$ cat src/rtl/stream_extrema_tracker_pkg.sv
// Shared definitions for the stream extrema tracker: FSM state encodings.
package extrema_pkg;

    localparam logic [1:0] ST_IDLE = 2'd0;
    localparam logic [1:0] ST_ACC  = 2'd1;
    localparam logic [1:0] ST_HOLD = 2'd2;

endpackage

$ cat src/rtl/stream_extrema_tracker_cmp.sv
// Combinational unsigned magnitude comparator: exactly one of gt/eq/lt is set.
module magnitude_cmp #(
    parameter int unsigned WIDTH = 8
) (
    input  logic [WIDTH-1:0] a_i,
    input  logic [WIDTH-1:0] b_i,
    output logic             gt_c,
    output logic             eq_c,
    output logic             lt_c
);

    assign gt_c = (a_i >  b_i);
    assign eq_c = (a_i == b_i);
    assign lt_c = (a_i <  b_i);

endmodule

$ cat src/rtl/stream_extrema_tracker.sv
// Framed-stream max/min/count tracker with a valid/ready result port.
// Optional STREAM_EXTREMA_INDEX_EN adds first-occurrence index outputs for max and min.
module stream_extrema_tracker
    import extrema_pkg::*;
#(
    parameter int unsigned WIDTH = 8,
    parameter int unsigned CNT_W = 8
) (
    input  logic             clk,
    input  logic             rst,
    input  logic             in_valid,
    output logic             in_ready,
    input  logic [WIDTH-1:0] in_data,
    input  logic             in_last,
    output logic             out_valid,
    input  logic             out_ready,
    output logic [WIDTH-1:0] out_max,
    output logic [WIDTH-1:0] out_min,
    output logic [CNT_W-1:0] out_count,
`ifdef STREAM_EXTREMA_INDEX_EN
    output logic [CNT_W-1:0] out_max_idx,
    output logic [CNT_W-1:0] out_min_idx,
`endif
    output logic             out_ovf
);

    logic [1:0]       state_q, state_d;
    logic [WIDTH-1:0] max_q, max_d, min_q, min_d;
    logic [CNT_W-1:0] cnt_q, cnt_d;
    logic             ovf_q, ovf_d;
    logic [WIDTH-1:0] omax_q, omax_d, omin_q, omin_d;
    logic [CNT_W-1:0] ocnt_q, ocnt_d;
    logic             oovf_q, oovf_d;
`ifdef STREAM_EXTREMA_INDEX_EN
    logic [CNT_W-1:0] maxi_q, maxi_d, mini_q, mini_d;
    logic [CNT_W-1:0] omaxi_q, omaxi_d, omini_q, omini_d;
`endif

    logic accept_c;
    logic max_gt, max_eq, max_lt;
    logic min_gt, min_eq, min_lt;
    logic max_upd_c, min_upd_c;

    magnitude_cmp #(.WIDTH(WIDTH)) u_cmp_max (
        .a_i  (in_data),
        .b_i  (max_q),
        .gt_c (max_gt),
        .eq_c (max_eq),
        .lt_c (max_lt)
    );

    magnitude_cmp #(.WIDTH(WIDTH)) u_cmp_min (
        .a_i  (in_data),
        .b_i  (min_q),
        .gt_c (min_gt),
        .eq_c (min_eq),
        .lt_c (min_lt)
    );

    // Strict comparisons only: ties never replace the stored extreme.
    assign max_upd_c = max_gt && !max_eq && !max_lt;
    assign min_upd_c = min_lt && !min_eq && !min_gt;

    assign in_ready = !rst && (state_q != ST_HOLD);
    assign accept_c = in_valid && in_ready;

    always_comb begin
        state_d = state_q;
        max_d   = max_q;
        min_d   = min_q;
        cnt_d   = cnt_q;
        ovf_d   = ovf_q;
        omax_d  = omax_q;
        omin_d  = omin_q;
        ocnt_d  = ocnt_q;
        oovf_d  = oovf_q;
`ifdef STREAM_EXTREMA_INDEX_EN
        maxi_d  = maxi_q;
        mini_d  = mini_q;
        omaxi_d = omaxi_q;
        omini_d = omini_q;
`endif
        case (state_q)
            ST_IDLE: begin
                if (accept_c) begin
                    max_d   = in_data;
                    min_d   = in_data;
                    cnt_d   = CNT_W'(1);
                    ovf_d   = 1'b0;
`ifdef STREAM_EXTREMA_INDEX_EN
                    maxi_d  = '0;
                    mini_d  = '0;
`endif
                    state_d = in_last ? ST_HOLD : ST_ACC;
                end
            end
            ST_ACC: begin
                if (accept_c) begin
                    // cnt_q is the 0-based index of this sample, saturating with the count.
                    if (max_upd_c) begin
                        max_d  = in_data;
`ifdef STREAM_EXTREMA_INDEX_EN
                        maxi_d = cnt_q;
`endif
                    end
                    if (min_upd_c) begin
                        min_d  = in_data;
`ifdef STREAM_EXTREMA_INDEX_EN
                        mini_d = cnt_q;
`endif
                    end
                    if (cnt_q == '1) begin
                        ovf_d = 1'b1;
                    end else begin
                        cnt_d = cnt_q + CNT_W'(1);
                    end
                    if (in_last) begin
                        state_d = ST_HOLD;
                    end
                end
            end
            ST_HOLD: begin
                if (out_ready) begin
                    state_d = ST_IDLE;
                end
            end
            default: state_d = ST_IDLE;
        endcase

        // Snapshot the completed frame so results stay stable while the next frame runs.
        if (accept_c && in_last) begin
            omax_d  = max_d;
            omin_d  = min_d;
            ocnt_d  = cnt_d;
            oovf_d  = ovf_d;
`ifdef STREAM_EXTREMA_INDEX_EN
            omaxi_d = maxi_d;
            omini_d = mini_d;
`endif
        end
    end

    always_ff @(posedge clk or posedge rst) begin
        if (rst) begin
            state_q <= ST_IDLE;
            max_q   <= '0;
            min_q   <= '0;
            cnt_q   <= '0;
            ovf_q   <= 1'b0;
            omax_q  <= '0;
            omin_q  <= '0;
            ocnt_q  <= '0;
            oovf_q  <= 1'b0;
`ifdef STREAM_EXTREMA_INDEX_EN
            maxi_q  <= '0;
            mini_q  <= '0;
            omaxi_q <= '0;
            omini_q <= '0;
`endif
        end else begin
            state_q <= state_d;
            max_q   <= max_d;
            min_q   <= min_d;
            cnt_q   <= cnt_d;
            ovf_q   <= ovf_d;
            omax_q  <= omax_d;
            omin_q  <= omin_d;
            ocnt_q  <= ocnt_d;
            oovf_q  <= oovf_d;
`ifdef STREAM_EXTREMA_INDEX_EN
            maxi_q  <= maxi_d;
            mini_q  <= mini_d;
            omaxi_q <= omaxi_d;
            omini_q <= omini_d;
`endif
        end
    end

    assign out_valid = (state_q == ST_HOLD);
    assign out_max   = omax_q;
    assign out_min   = omin_q;
    assign out_count = ocnt_q;
    assign out_ovf   = oovf_q;
`ifdef STREAM_EXTREMA_INDEX_EN
    assign out_max_idx = omaxi_q;
    assign out_min_idx = omini_q;
`endif

endmodule

$ cat config.mk
export PLATFORM = sky130hd
export DESIGN_NAME = stream_extrema_tracker
export DESIGN_NICKNAME = d
export VERILOG_FILES = /design/src/rtl/stream_extrema_tracker_pkg.sv /design/src/rtl/stream_extrema_tracker_cmp.sv /design/src/rtl/stream_extrema_tracker.sv
export SDC_FILE = /design/constraint.sdc
export NUM_CORES = 1
export LEC_CHECK = 0
export BUFFER_PORTS_ARGS = -buffer_cell sky130_fd_sc_hd__buf_2
export CAP_MARGIN = 15
export CORE_MARGIN = 5
export CORE_UTILIZATION = 30
export DETAILED_ROUTE_END_ITERATION = 16
export HOLD_SLACK_MARGIN = 0.1
export PLACE_DENSITY = 0.56
export SYNTH_ARGS = -nofsm -noshare
export SYNTH_HDL_FRONTEND = slang
export SYNTH_SLANG_ARGS = --single-unit
$ cat constraint.sdc
create_clock -name clk -period 3.5 [get_ports clk]
set_input_delay 0.525 -clock clk [delete_from_list [all_inputs] [get_ports clk]]
set_output_delay 0.525 -clock clk [all_outputs]
set_load 0.05 [all_outputs]
==> Word level (Yosys, flattened, before mapping) <==
Index checks and enable logic that the tools add are counted.
{ "totals": {"register_bits": 52, "latch_bits": 0, "ram_bits": 0, "rom_bits": 0, "inputBits": 13, "out_inout_bits": 27, "elab_cells": 60, "mem_count": 0} }
{ "classes": {"add_sub_neg": 1, "mul": 0, "n_div": 0, "n_lt_le_gt_ge": 4, "eq_ne": 10, "shift": 0, "mux": 22, "bitwise": 0, "reduce_logical": 14} }
{ "ops": {"columns": ["cell", "n"], "rows": [
  ["two-way mux 8 bit", 9],
  ["case mux 8 bit (2 select lines)", 3],
  ["equality test 8 bit", 2],
  ["> comparator 8 bit", 2],
  ["less-than comparator 8 bit", 2],
  ["two-way mux 2 bit", 5],
  ["adder 8 x 1 -> 8 bit, second input constant", 1],
  ["equality test 8 bit, second input constant", 1],
  ["inequality test 2 bit, second input constant", 4],
  ["logical AND 1 bit", 7],
  ["case mux 2 bit (3 select lines)", 1],
  ["zero test 1 bit", 5],
  ["AND reduction 4 bit", 1],
  ["two-way mux 1 bit", 3],
  ["equality test 2 x 1 -> 1 bit, second input constant", 1],
  ["equality test 2 bit, second input constant", 1],
  ["zero test 2 bit", 1],
  ["inequality test 2 x 1 -> 1 bit, second input constant", 1],
  ["case mux 1 bit (2 select lines)", 1]
]} }

==> Depth between registers and ports, before layout <==
Gate-level depths: netlist of run 1.
{ "logic_depth": {"depth_word": 7, "mapped_depth": 9, "mapped_depth_nobuf": 8} }

==> Modules after synthesis <==
Synthesis of run 1 repeated with hierarchy kept, for this count alone.
{ "hier_totals": {"hier_cells": 215, "area_unflattened_um2": 2637.5} }
{ "by_module_without_submodules": {"columns": ["module", "instances", "cells_each", "area_each_um2", "seq_area_each_um2"], "rows": [
  ["stream_extrema_tracker", 1, 157, 2187.1, 1301.2],
  ["magnitude_cmp", 2, 29, 225.2, 0.0]
]} }

==> Worst setup path after synthesis of run 1 <==
No wires, ideal clock.
{ "synth_timing": {"kind": "input to register", "start": "input port in_data[0]", "end": "register omax_q[3], in the netlist out_max[3]", "setup_time_ps": 125, "t_arrival_ps": 2100, "required_ps": 3375, "setup_slack_ps": 1275, "cell_stages": 7, "path_cell_list": "inv_1 ha_1 and4_1 a211oi_4 o221ai_2 a221o_1 mux2_4"} }
{ "synth_between": {"elab_chain_len": 7} }
{ "synth_lines": {"columns": ["element", "line_no", "text"], "rows": [
  ["start, declared", "stream_extrema_tracker.sv:13", "input logic [WIDTH-1:0] in_data,"],
  ["branches (longest 3 deep; another with > comparator 8 bit)", null, null],
  ["logical AND 1 bit (*)", "stream_extrema_tracker.sv:61", "assign max_upd_c = max_gt && !max_eq && !max_lt;"],
  ["two-way mux 8 bit (*)", "stream_extrema_tracker.sv:100", "if (max_upd_c) begin"],
  ["two-way mux 8 bit (*)", "stream_extrema_tracker.sv:98", "if (accept_c) begin"],
  ["case mux 8 bit (2 select lines) (*)", "stream_extrema_tracker.sv:83", "case (state_q)"],
  ["via max_d[3]", "stream_extrema_tracker.sv:28", "logic [WIDTH-1:0] max_q, max_d, min_q, min_d;"],
  ["end signal, assigned", "stream_extrema_tracker.sv:166", "omax_q <= omax_d;"],
  ["end, declared", "stream_extrema_tracker.sv:31", "logic [WIDTH-1:0] omax_q, omax_d, omin_q, omin_d;"]
]} }
Mark *: on every way through the listed nets, which the timed path passes.
A chain may end at the register's enable or synchronous reset.

==> Worst setup path after layout of run 1 <==
{ "layout_timing": {"start": "register max_q[5]", "end": "register omax_q[4], in the netlist out_max[4]"} }
{ "layout_between": {"elab_chain_len": 7} }
{ "layout_lines": {"columns": ["element", "line_no", "text"], "rows": [
  ["start, declared", "stream_extrema_tracker.sv:28", null],
  ["start signal, assigned", "stream_extrema_tracker.sv:162", "max_q <= max_d;"],
  ["branches (longest 3 deep; another with > comparator 8 bit)", null, null],
  ["logical AND 1 bit (*)", "stream_extrema_tracker.sv:61", null],
  ["two-way mux 8 bit (*)", "stream_extrema_tracker.sv:100", null],
  ["two-way mux 8 bit (*)", "stream_extrema_tracker.sv:98", null],
  ["case mux 8 bit (2 select lines) (*)", "stream_extrema_tracker.sv:83", null],
  ["via max_d[4]", "stream_extrema_tracker.sv:28", null]
]} }
Marks and branches as above.

==> flow_summary.ini, run 1 <==
[status]
status = finished clean

[floorplanning]
die_h_um = 105.8
core_mm2 = 0.009109
ios = 40
initial_utilization = 0.3025
die_w_um = 105.8
die_area_mm2 = 0.01120
fp-row-count = 35

[cells_and_area]
syn_to_final_growth_pct = 15.62
drive_gt1_frac = 0.3183
antenna_cells = 0
fill_cells = 935
num-nets-final = 318

[cts]
cts_setup_buffers = 0
cts.clk_slew.worst_paths_ps = 90
h-tree-depth = 2
post_cts_resize_count = 0
hold_buffers = 0
cts.path.max_buffers = 2
cts_root_buffer = clkbuf_8
clk_latency_ps = 310
cts_tree = yes
cts.sinks = 52
cts_buffers = 5

[synthesis]
synth_flop_cell = dfrtp_1
synth_seq_cells = 52
yosysWarnings = 0
synth_enable_flop_cells = 0
syn_avg_cell_area_um2 = 11.20
syn_area_mm2 = 0.002755
ys_seq_area_frac = 0.4723
syn_inst = 246
synth_cell_type_count = 50
synthArstFlopShare = 1.000
synthesis.nets = 276

[drt]
drt_iter0_drc = 85
firstDrtPassIters = 4
wl_per_cell_um = 14.62
vias_per_cell = 4.935
routed_wl_um = 5846
drc = 0
dr_total_vias = 1974
ant_nets = 0

[place]
io_buffers = 39
place_congestion = 0.7331
hpwl_um = 4476

[worst_setup_path]
r2r_start = max_q[5]
r2r-end = out_max[4]
end_kind = flip-flop
r2r.worst_path.cells = 8
startpoint_type = flip-flop
cp_slowest_cell = dfrtp_1
startpoint = max_q[5]
path_class = reg -> reg
path_buf_inv = 1
crit_family = compound AO/OA/AOI/OAI gates
cp.depth = 8
cp_slowest_stage_delay_ps = 390
crit_arrival_ps = 2440
cp_cell_sequence = inv_1 -> ha_1 -> a211oi_2 -> o21bai_2 -> nor3_4 -> nor3_2 -> a221o_1 -> mux2_4
critPathMaxFanout = 5
r2r_slack_ps = 1260
cp.required_ps = 3700
endpoint = out_max[4]

[grt]
grt_pass1_vias = 2050
antenna_found_initial = 0
grt_max_degree = 53
grtUsageTotal = 0.1106
grt_first_pass_wirelength_um = 10220
grt_overflow_total = 0

[power]
peakVddDrop_uv = 234.4
power.switching_w = 0.001077
clockPowerShare = 0.166
switching_share = 0.4328
powerDensity_mw_per_mm2 = 781.5
combPwrFrac = 0.460
p_leak_nw = 1.531
seq_power_share = 0.374
total_power_w = 0.002490
internal-power_w = 0.001412

[sta]
final_max_slew_viol_count = 0
setup_violations = 0
tightestPinTransition_ps = 649.5
clock.fmax_mhz = 445.6
min_period_ps = 2244
rsz0062_at_grt = no
clock_skew_ps = 11.23
min_period_over_period = 0.6412
slew_headroom = 0.5624
hold_viol = 0
final.setup.tns_ps = 0

[hold_path]
worst_hold_path_type = in -> async

[flow_run]
drv_cap = 0
-- through the flow --
step	hold WS [ps]	utilization	setup slack (ps)	instance area, um2	std cells
5_1_grt	251.4	0.3497	1061	3186	400
4_1_cts	406.0	0.3475	1221	3166	399
3_3_place_gp	460.2	0.3357	961.6	3058	391
6_report	227.1	0.3497	1256	3186	400
3_5_place_dp	467.8	0.3357	912.4	3058	391
2_1_floorplan	487.1	-	1275	2755	246
-- Yosys cell counts, types with 5 or more instances --
master | count | area [um2]
o211ai_1 | 6 | 45.04
nand2_1 | 21 | 78.83
ha_1 | 17 | 212.7
nor2_1 | 15 | 56.30
inv_1 | 20 | 75.07
a221o_1 | 5 | 50.05
mux2_4 | 5 | 75.07
a22oi_1 | 8 | 60.06
a21oi_1 | 5 | 25.02
dfrtp_1 | 52 | 1301
mux2_2 | 24 | 270.3
o21ai_0 | 8 | 40.04
-- state kept, by name, summed over array words and instances (netlist names), 2 cells and up --
register / cells
cnt_q: 8
max_q: 8
min_q: 8
out_count: 8
out_max: 8
out_min: 8
state_q: 2
-- layout by cell type, fill, tap and decap left out, types with 2 or more instances in the layout --
master and instances:
nor2b_1 2, nor3_2 2, mux2_4 5, a221o_1 5, nor2_2 3, and4_1 4
o21ai_1 3, nand2_1 21, a31oi_1 4, a21oi_1 5, o22a_1 2, nor2_1 15
o21ai_0 8, dfrtp_1 52, nand3_1 4, and3_1 2, o21a_1 2, inv_1 19
a22oi_1 8, mux2_2 24, clkbuf_8 5, nor3_1 3, ha_1 17, o211ai_1 6
buf_2 39
-- power groups by stage --
stage	clock network [W]	registers [W]	logic, W
finish	0.000414	0.000931	0.00114
CTS	0.000424	0.000935	0.00116
floorplan	0	0.00128	0.000555
global placement	0	0.000940	0.00114
global route	0.000447	0.000966	0.00126
detailed placement	0	0.000943	0.00116
-- kinds of logic after synthesis --
kind of cell,share of synthesized area
AND/OR/NAND/NOR,0.1263
AO/OA/AOI/OAI,0.1485
flip-flops,0.4723
multiplexers,0.1290
buffers and inverters,0.04359
adder cells (fa/ha/maj),0.07720
XOR/XNOR,0.003180
-- worst min-delay path by stage --
stage / end / cells after the start / start
2_1_floorplan: cnt_q[2] / 1 / cnt_q[2]
3_3_place_gp: out_count[6] / 2 / out_count[6]
3_5_place_dp: out_count[0] / 2 / out_count[0]
4_1_cts: state_q[1] / 2 / out_ready
5_1_grt: cnt_q[3] / 2 / rst
6_report: cnt_q[3] / 2 / rst
-- area by class of cell --
class | count | area [um2] | share of cell area
clock inverters | 2 | 35.03 | 0.01100
flip-flops and latches | 52 | 1301 | 0.4085
multi-input cells | 167 | 1334 | 0.4187
repair buffers | 41 | 222.7 | 0.06991
well taps | 111 | 138.9 | 0.04360
clock buffers | 6 | 72.57 | 0.02278
inverters | 21 | 81.33 | 0.02553
-- metal layers --
layer	wire, um	global-route usage
met1	2852	0.1506
met2	2674	0.1744
met4	102	0.03700
met3	217	0.02388
met5	0	0
No activity file was read; power rests on OpenSTA's default activity.
==> run 2, diff against run 1 <==
--- a/config.mk
+++ b/config.mk
@@ -11,7 +11,7 @@
 export CORE_UTILIZATION = 30
 export DETAILED_ROUTE_END_ITERATION = 16
 export HOLD_SLACK_MARGIN = 0.1
-export PLACE_DENSITY = 0.56
+export PLACE_DENSITY = 0.58
 export SYNTH_ARGS = -nofsm -noshare
 export SYNTH_HDL_FRONTEND = slang
 export SYNTH_SLANG_ARGS = --single-unit
==> constraint.sdc (replaced) <==
create_clock -name clk -period 2.05 [get_ports clk]
set_input_delay 0.3075 -clock clk [delete_from_list [all_inputs] [get_ports clk]]
set_output_delay 0.3075 -clock clk [all_outputs]
set_load 0.05 [all_outputs]
==> run 2 against run 1 <==
The run now ends with setup timing left. Via count rose by 8.9%. Combinational power rose by 130%. First-iteration DRC count fell by 14%. Global-route usage rose by 0.16 points. Critical path type unchanged. Largest cell class unchanged. Largest power group unchanged. Highest routed layer unchanged.
==> flow_summary.ini, run 2 (synthesis gave the netlist of run 1 again) <==
[status]
status = finished, violations left
failed_checks = setup timing

[place]
dp_cells = 420
place_congestion = 0.8063
hpwl_um = 4644
pre_cts_ws_ps = -235.6
io_buffers = 39

[sta]
min_period_ps = 2143
setup_violations = 8
tightestPinTransition_ps = 645.3
finalWorstSetupSlack_ps = -92.74
hold_slack_ps = 203.4
min_period_over_period = 1.045
hold_viol = 0
rsz0062_at_grt = yes
clock.fmax_mhz = 466.7
final_max_slew_viol_count = 0
clock_skew_ps = 8.929
slew_headroom = 0.5653

[worst_setup_path]
path_class = reg -> reg
cp.required_ps = 2240
end_kind = flip-flop
r2r_slack_ps = -90
cp_cell_sequence = inv_2 -> ha_4 -> and4_4 -> a211oi_4 -> o221ai_4 -> a221o_1 -> mux2_4
r2r.worst_path.cells = 7
r2r-end = out_max[3]
startpoint_type = flip-flop
cp_slowest_stage_delay_ps = 410
r2r_start = max_q[6]
critPathMaxFanout = 5
cp_slowest_cell = dfrtp_1
crit_arrival_ps = 2330

[drt]
firstDrtPassIters = 4
drt_iter0_drc = 73
vias_per_cell = 4.929
wl_per_cell_um = 14.63
ant_nets = 0
dr_total_vias = 2149
routed_wl_um = 6378
drc = 0

[cells_and_area]
num-nets-final = 354
seq_area_mm2 = 0.001301
final_cell_mix = dfrtp_1, buf_2, buf_4, mux2_4, nand2_1
antenna_cells = 0
drive_gt1_frac = 0.4738
syn_to_final_growth_pct = 35.51
final_common_cell = dfrtp_1
fill_cells = 908
post-route-util = 0.4099
multi_input_area_mm2 = 0.001594
finalNonFillerCells = 436

[power]
powerDensity_mw_per_mm2 = 1308
peakVddDrop_uv = 647.1
total_power_w = 0.004884
p_leak_nw = 1.780

[hold_path]
min_path_cells = 2
worst_hold_path_type = in -> reg
min_to = state_q[1]
min_from = out_ready

[cts]
clk_latency_ps = 300
cts_buffers = 5
cts.path.max_buffers = 2
h-tree-depth = 2
cts.sinks = 52
cts_tree = yes
cts_root_buffer = clkbuf_8
cts.clk_slew.worst_paths_ps = 90

[floorplanning]
fp-row-count = 35
die_w_um = 105.8
ios = 40
core_mm2 = 0.009109
die_area_mm2 = 0.01120
initial_utilization = 0.3025
die_h_um = 105.8

[grt]
grt_pass1_vias = 2141
grt_first_pass_wirelength_um = 10390
grt_overflow_total = 0
antenna_found_initial = 0
grtUsageTotal = 0.1122
grt_max_degree = 30

[flow_run]
drv_cap = 0
## run 2: cell count changes in the layout (fill, tap and decap cells not counted), sizes merged
| cell | previous run | this run |
|---|---|---|
| buf | 41 | 76 |
| dlygate4sd3 | 0 | 1 |
## run 2: worst max-delay path by stage
stage	startpoint	end	slack, ps	cells past startpoint
after floorplan	max_q[3]	out_max[3]	6	7
final	max_q[6]	out_max[3]	-90	7
after global placement	in_data[0]	out_max[2]	-210	8
after detailed placement	in_data[1]	out_max[0]	-240	7
after CTS	max_q[3]	out_max[7]	-100	8
after global routing	max_q[5]	out_max[4]	-190	8
## run 2: worst max-delay path: cells and delay by family (launching register included)
kind / cells / cell delay [ps]
buf+inv: 1 / 70
simple gates: 1 / 210
flops: 1 / 410
compound gates: 3 / 900
fa+ha+maj: 1 / 190
mux: 1 / 260
## run 2: timing repair
action                                  in CTS  in global routing
pin swaps                                   13                 15
buffers inserted                             2                  5
hold buffers                                 1                  0
endpoints found under the setup margin      21                 21
gates resized for setup                     28                 28
hold endpoints to repair                    23                  0
## run 2: cell type report
type | count | share of cell area
Clock inverter | 2 | 0.009383
Multi-Input combinational cell | 167 | 0.4269
Clock buffer | 6 | 0.01944
Tap cell | 111 | 0.03720
Timing Repair Buffer | 77 | 0.1367
Sequential cell | 52 | 0.3485
Inverter | 21 | 0.02178
## run 2: metal layers
layer  share of wire  GRT usage
met5               0          0
met4          0.0086    0.02775
met3           0.039    0.02572
met2            0.45     0.1717
met1            0.50     0.1603
## run 2: per-stage QoR
step                setup TNS [ps]  area (um2)
global route                 -2091        3734
detailed placement           -3010        3288
floorplan                        0        2755
global placement             -2270        3288
CTS                          -1025        3548
finish                      -499.9        3734
## run 2: where the power goes
group / internal, W / switching [W]
combinational: 0.00112 / 0.00150
sequential: 0.00137 / 0.000211
clock: 0.000363 / 0.000324
==> run 3, diff against run 2 <==
--- a/config.mk
+++ b/config.mk
@@ -11,7 +11,6 @@
 export CORE_UTILIZATION = 30
 export DETAILED_ROUTE_END_ITERATION = 16
 export HOLD_SLACK_MARGIN = 0.1
-export PLACE_DENSITY = 0.58
 export SYNTH_ARGS = -nofsm -noshare
 export SYNTH_HDL_FRONTEND = slang
 export SYNTH_SLANG_ARGS = --single-unit
==> run 3 against run 2 <==
The run still ends with setup timing left. Core utilization down 0.22 points. Global-route usage up 0.61 points. Total power down 1.6%. Sequential share of layout area up 0.19 points. Maximum frequency down 2.2%. Die area unchanged. Combinational power about the same. Register-to-register slack worse by 50 ps. Clock skew up 1.2 ps. Non-clock buffer count up 3. Sequential cell count unchanged. Design area down 0.54%. Largest cell class unchanged. Highest routed layer unchanged.
==> flow_summary.ini, run 3 (synthesis gave the netlist of run 1 again) <==
[sta]
tightestPinTransition_ps = 591.8
clock_skew_ps = 10.12
final_max_slew_viol_count = 0
min_period_ps = 2191
slew_headroom = 0.6013
finalWorstSetupSlack_ps = -141.2
hold_slack_ps = 201.5
rsz0062_at_grt = yes
setup_violations = 17
hold_viol = 0
clock.fmax_mhz = 456.4
min_period_over_period = 1.069
final.setup.tns_ps = -997.0

[grt]
antenna_found_initial = 0
grtUsageTotal = 0.1183
grt_overflow_total = 0
grt_first_pass_wirelength_um = 10690
grt_pass1_vias = 2133
grt_max_degree = 30

[cells_and_area]
syn_to_final_growth_pct = 34.79
final_cell_mix = dfrtp_1, buf_2, buf_4, mux2_4, nand2_1
postLayoutCellArea_mm2 = 0.003714
fill_cells = 853
drive_gt1_frac = 0.4573
num-nets-final = 357
final_common_cell = dfrtp_1
finalNonFillerCells = 439
antenna_cells = 0

[status]
failed_checks = setup timing
status = finished, violations left

[worst_setup_path]
cp_cell_sequence = inv_1 -> ha_4 -> and4_4 -> a211oi_4 -> o221ai_4 -> a221o_1 -> mux2_4
startpoint = max_q[4]
r2r-end = out_max[1]
cp_slowest_stage_delay_ps = 400
r2r.worst_path.cells = 7
critPathMaxFanout = 5
cp.required_ps = 2250
path_class = reg -> reg
r2r_start = max_q[4]
startpoint_type = flip-flop
cp_slowest_cell = dfrtp_1
end_kind = flip-flop
crit_arrival_ps = 2390
r2r_slack_ps = -140

[floorplanning]
die_h_um = 105.8
ios = 40
core_mm2 = 0.009109
die_area_mm2 = 0.01120
fp-row-count = 35
initial_utilization = 0.3025
die_w_um = 105.8

[cts]
cts.path.max_buffers = 2
cts_root_buffer = clkbuf_8
cts.sinks = 52
cts.clk_slew.worst_paths_ps = 90
cts_tree = yes
h-tree-depth = 2
cts_buffers = 5
clk_latency_ps = 310

[power]
p_leak_nw = 1.793
total_power_w = 0.004807
powerDensity_mw_per_mm2 = 1294
peakVddDrop_uv = 653.8

[hold_path]
min_path_cells = 2
worst_hold_path_type = in -> reg
min_to = state_q[1]
min_from = out_ready

[drt]
drt_iter0_drc = 81
ant_nets = 0
vias_per_cell = 4.911
firstDrtPassIters = 4
dr_total_vias = 2156
drc = 0
routed_wl_um = 6557
wl_per_cell_um = 14.94

[place]
io_buffers = 39
place_congestion = 0.8006
hpwl_um = 4631
dp_cells = 414
placed_area_mm2 = 0.003256

[flow_run]
drv_cap = 0
## run 3: cell count changes in the layout (fill, tap and decap cells not counted), moves of 2 or more
cell	before	now
ha_4	10	8
mux2_2	8	6
mux2_4	21	23
inv_2	7	5
inv_1	13	15
buf_4	32	36
ha_1	7	9
buf_6	4	2
## run 3: repair_timing
item | 4_1_cts | 5_1_grt
pin swaps | 13 | 20
hold buffers | 1 | 0
endpoints found under the hold margin | 23 | 0
buffers inserted | 7 | 9
endpoints found under the setup margin | 16 | 18
gates resized for setup | 30 | 18
## run 3: worst max path at each step
stage | slack, ps | to
finish | -140 | out_max[1]
global route | -200 | out_max[4]
CTS | -80 | out_max[1]
detailed placement | -220 | out_max[1]
global placement | -200 | out_max[1]
floorplan | 6 | out_max[3]
## run 3: critical path: cells and delay by family (launching register included)
family,cells,cell delay (ps)
compound gates,3,900
fa+ha+maj,1,210
simple gates,1,200
buf+inv,1,110
mux,1,260
flops,1,400
## run 3: report_power, final
part	total [W]	leakage [nW]	internal [W]	switching [W]
Clock	0.000605	0.0455	0.000276	0.000329
Sequential	0.00158	0.656	0.00137	0.000207
Combinational	0.00263	1.09	0.00113	0.00149
Total	0.00481	1.79	0.00278	0.00203
## run 3: final cells by class
| cell class | instances | area (um2) | share of cell area |
|---|---|---|---|
| clock buffer | 8 | 90.09 | 0.02426 |
| inverter | 21 | 81.33 | 0.02190 |
| multi-input combinational | 167 | 1564 | 0.4212 |
| sequential | 52 | 1301 | 0.3504 |
| tap | 111 | 138.9 | 0.03740 |
| timing repair buffer | 80 | 538.0 | 0.1449 |
## run 3: per-stage QoR
step | util | worst slack [ps]
floorplan | - | 6.297
CTS | 0.3887 | -82.42
detailed placement | 0.3574 | -218.3
finish | 0.4077 | -141.2
global placement | 0.3574 | -198.4
global route | 0.4077 | -202.4
## run 3: metal layers
metal / wire length, um / vias to the layer above / global-route usage
met5: 0 / - / 0
met4: 92 / 0 / 0.03885
met3: 158 / 7 / 0.02021
met2: 3080 / 36 / 0.1831
met1: 3225 / 1054 / 0.1677
li1: - / 1059 / -
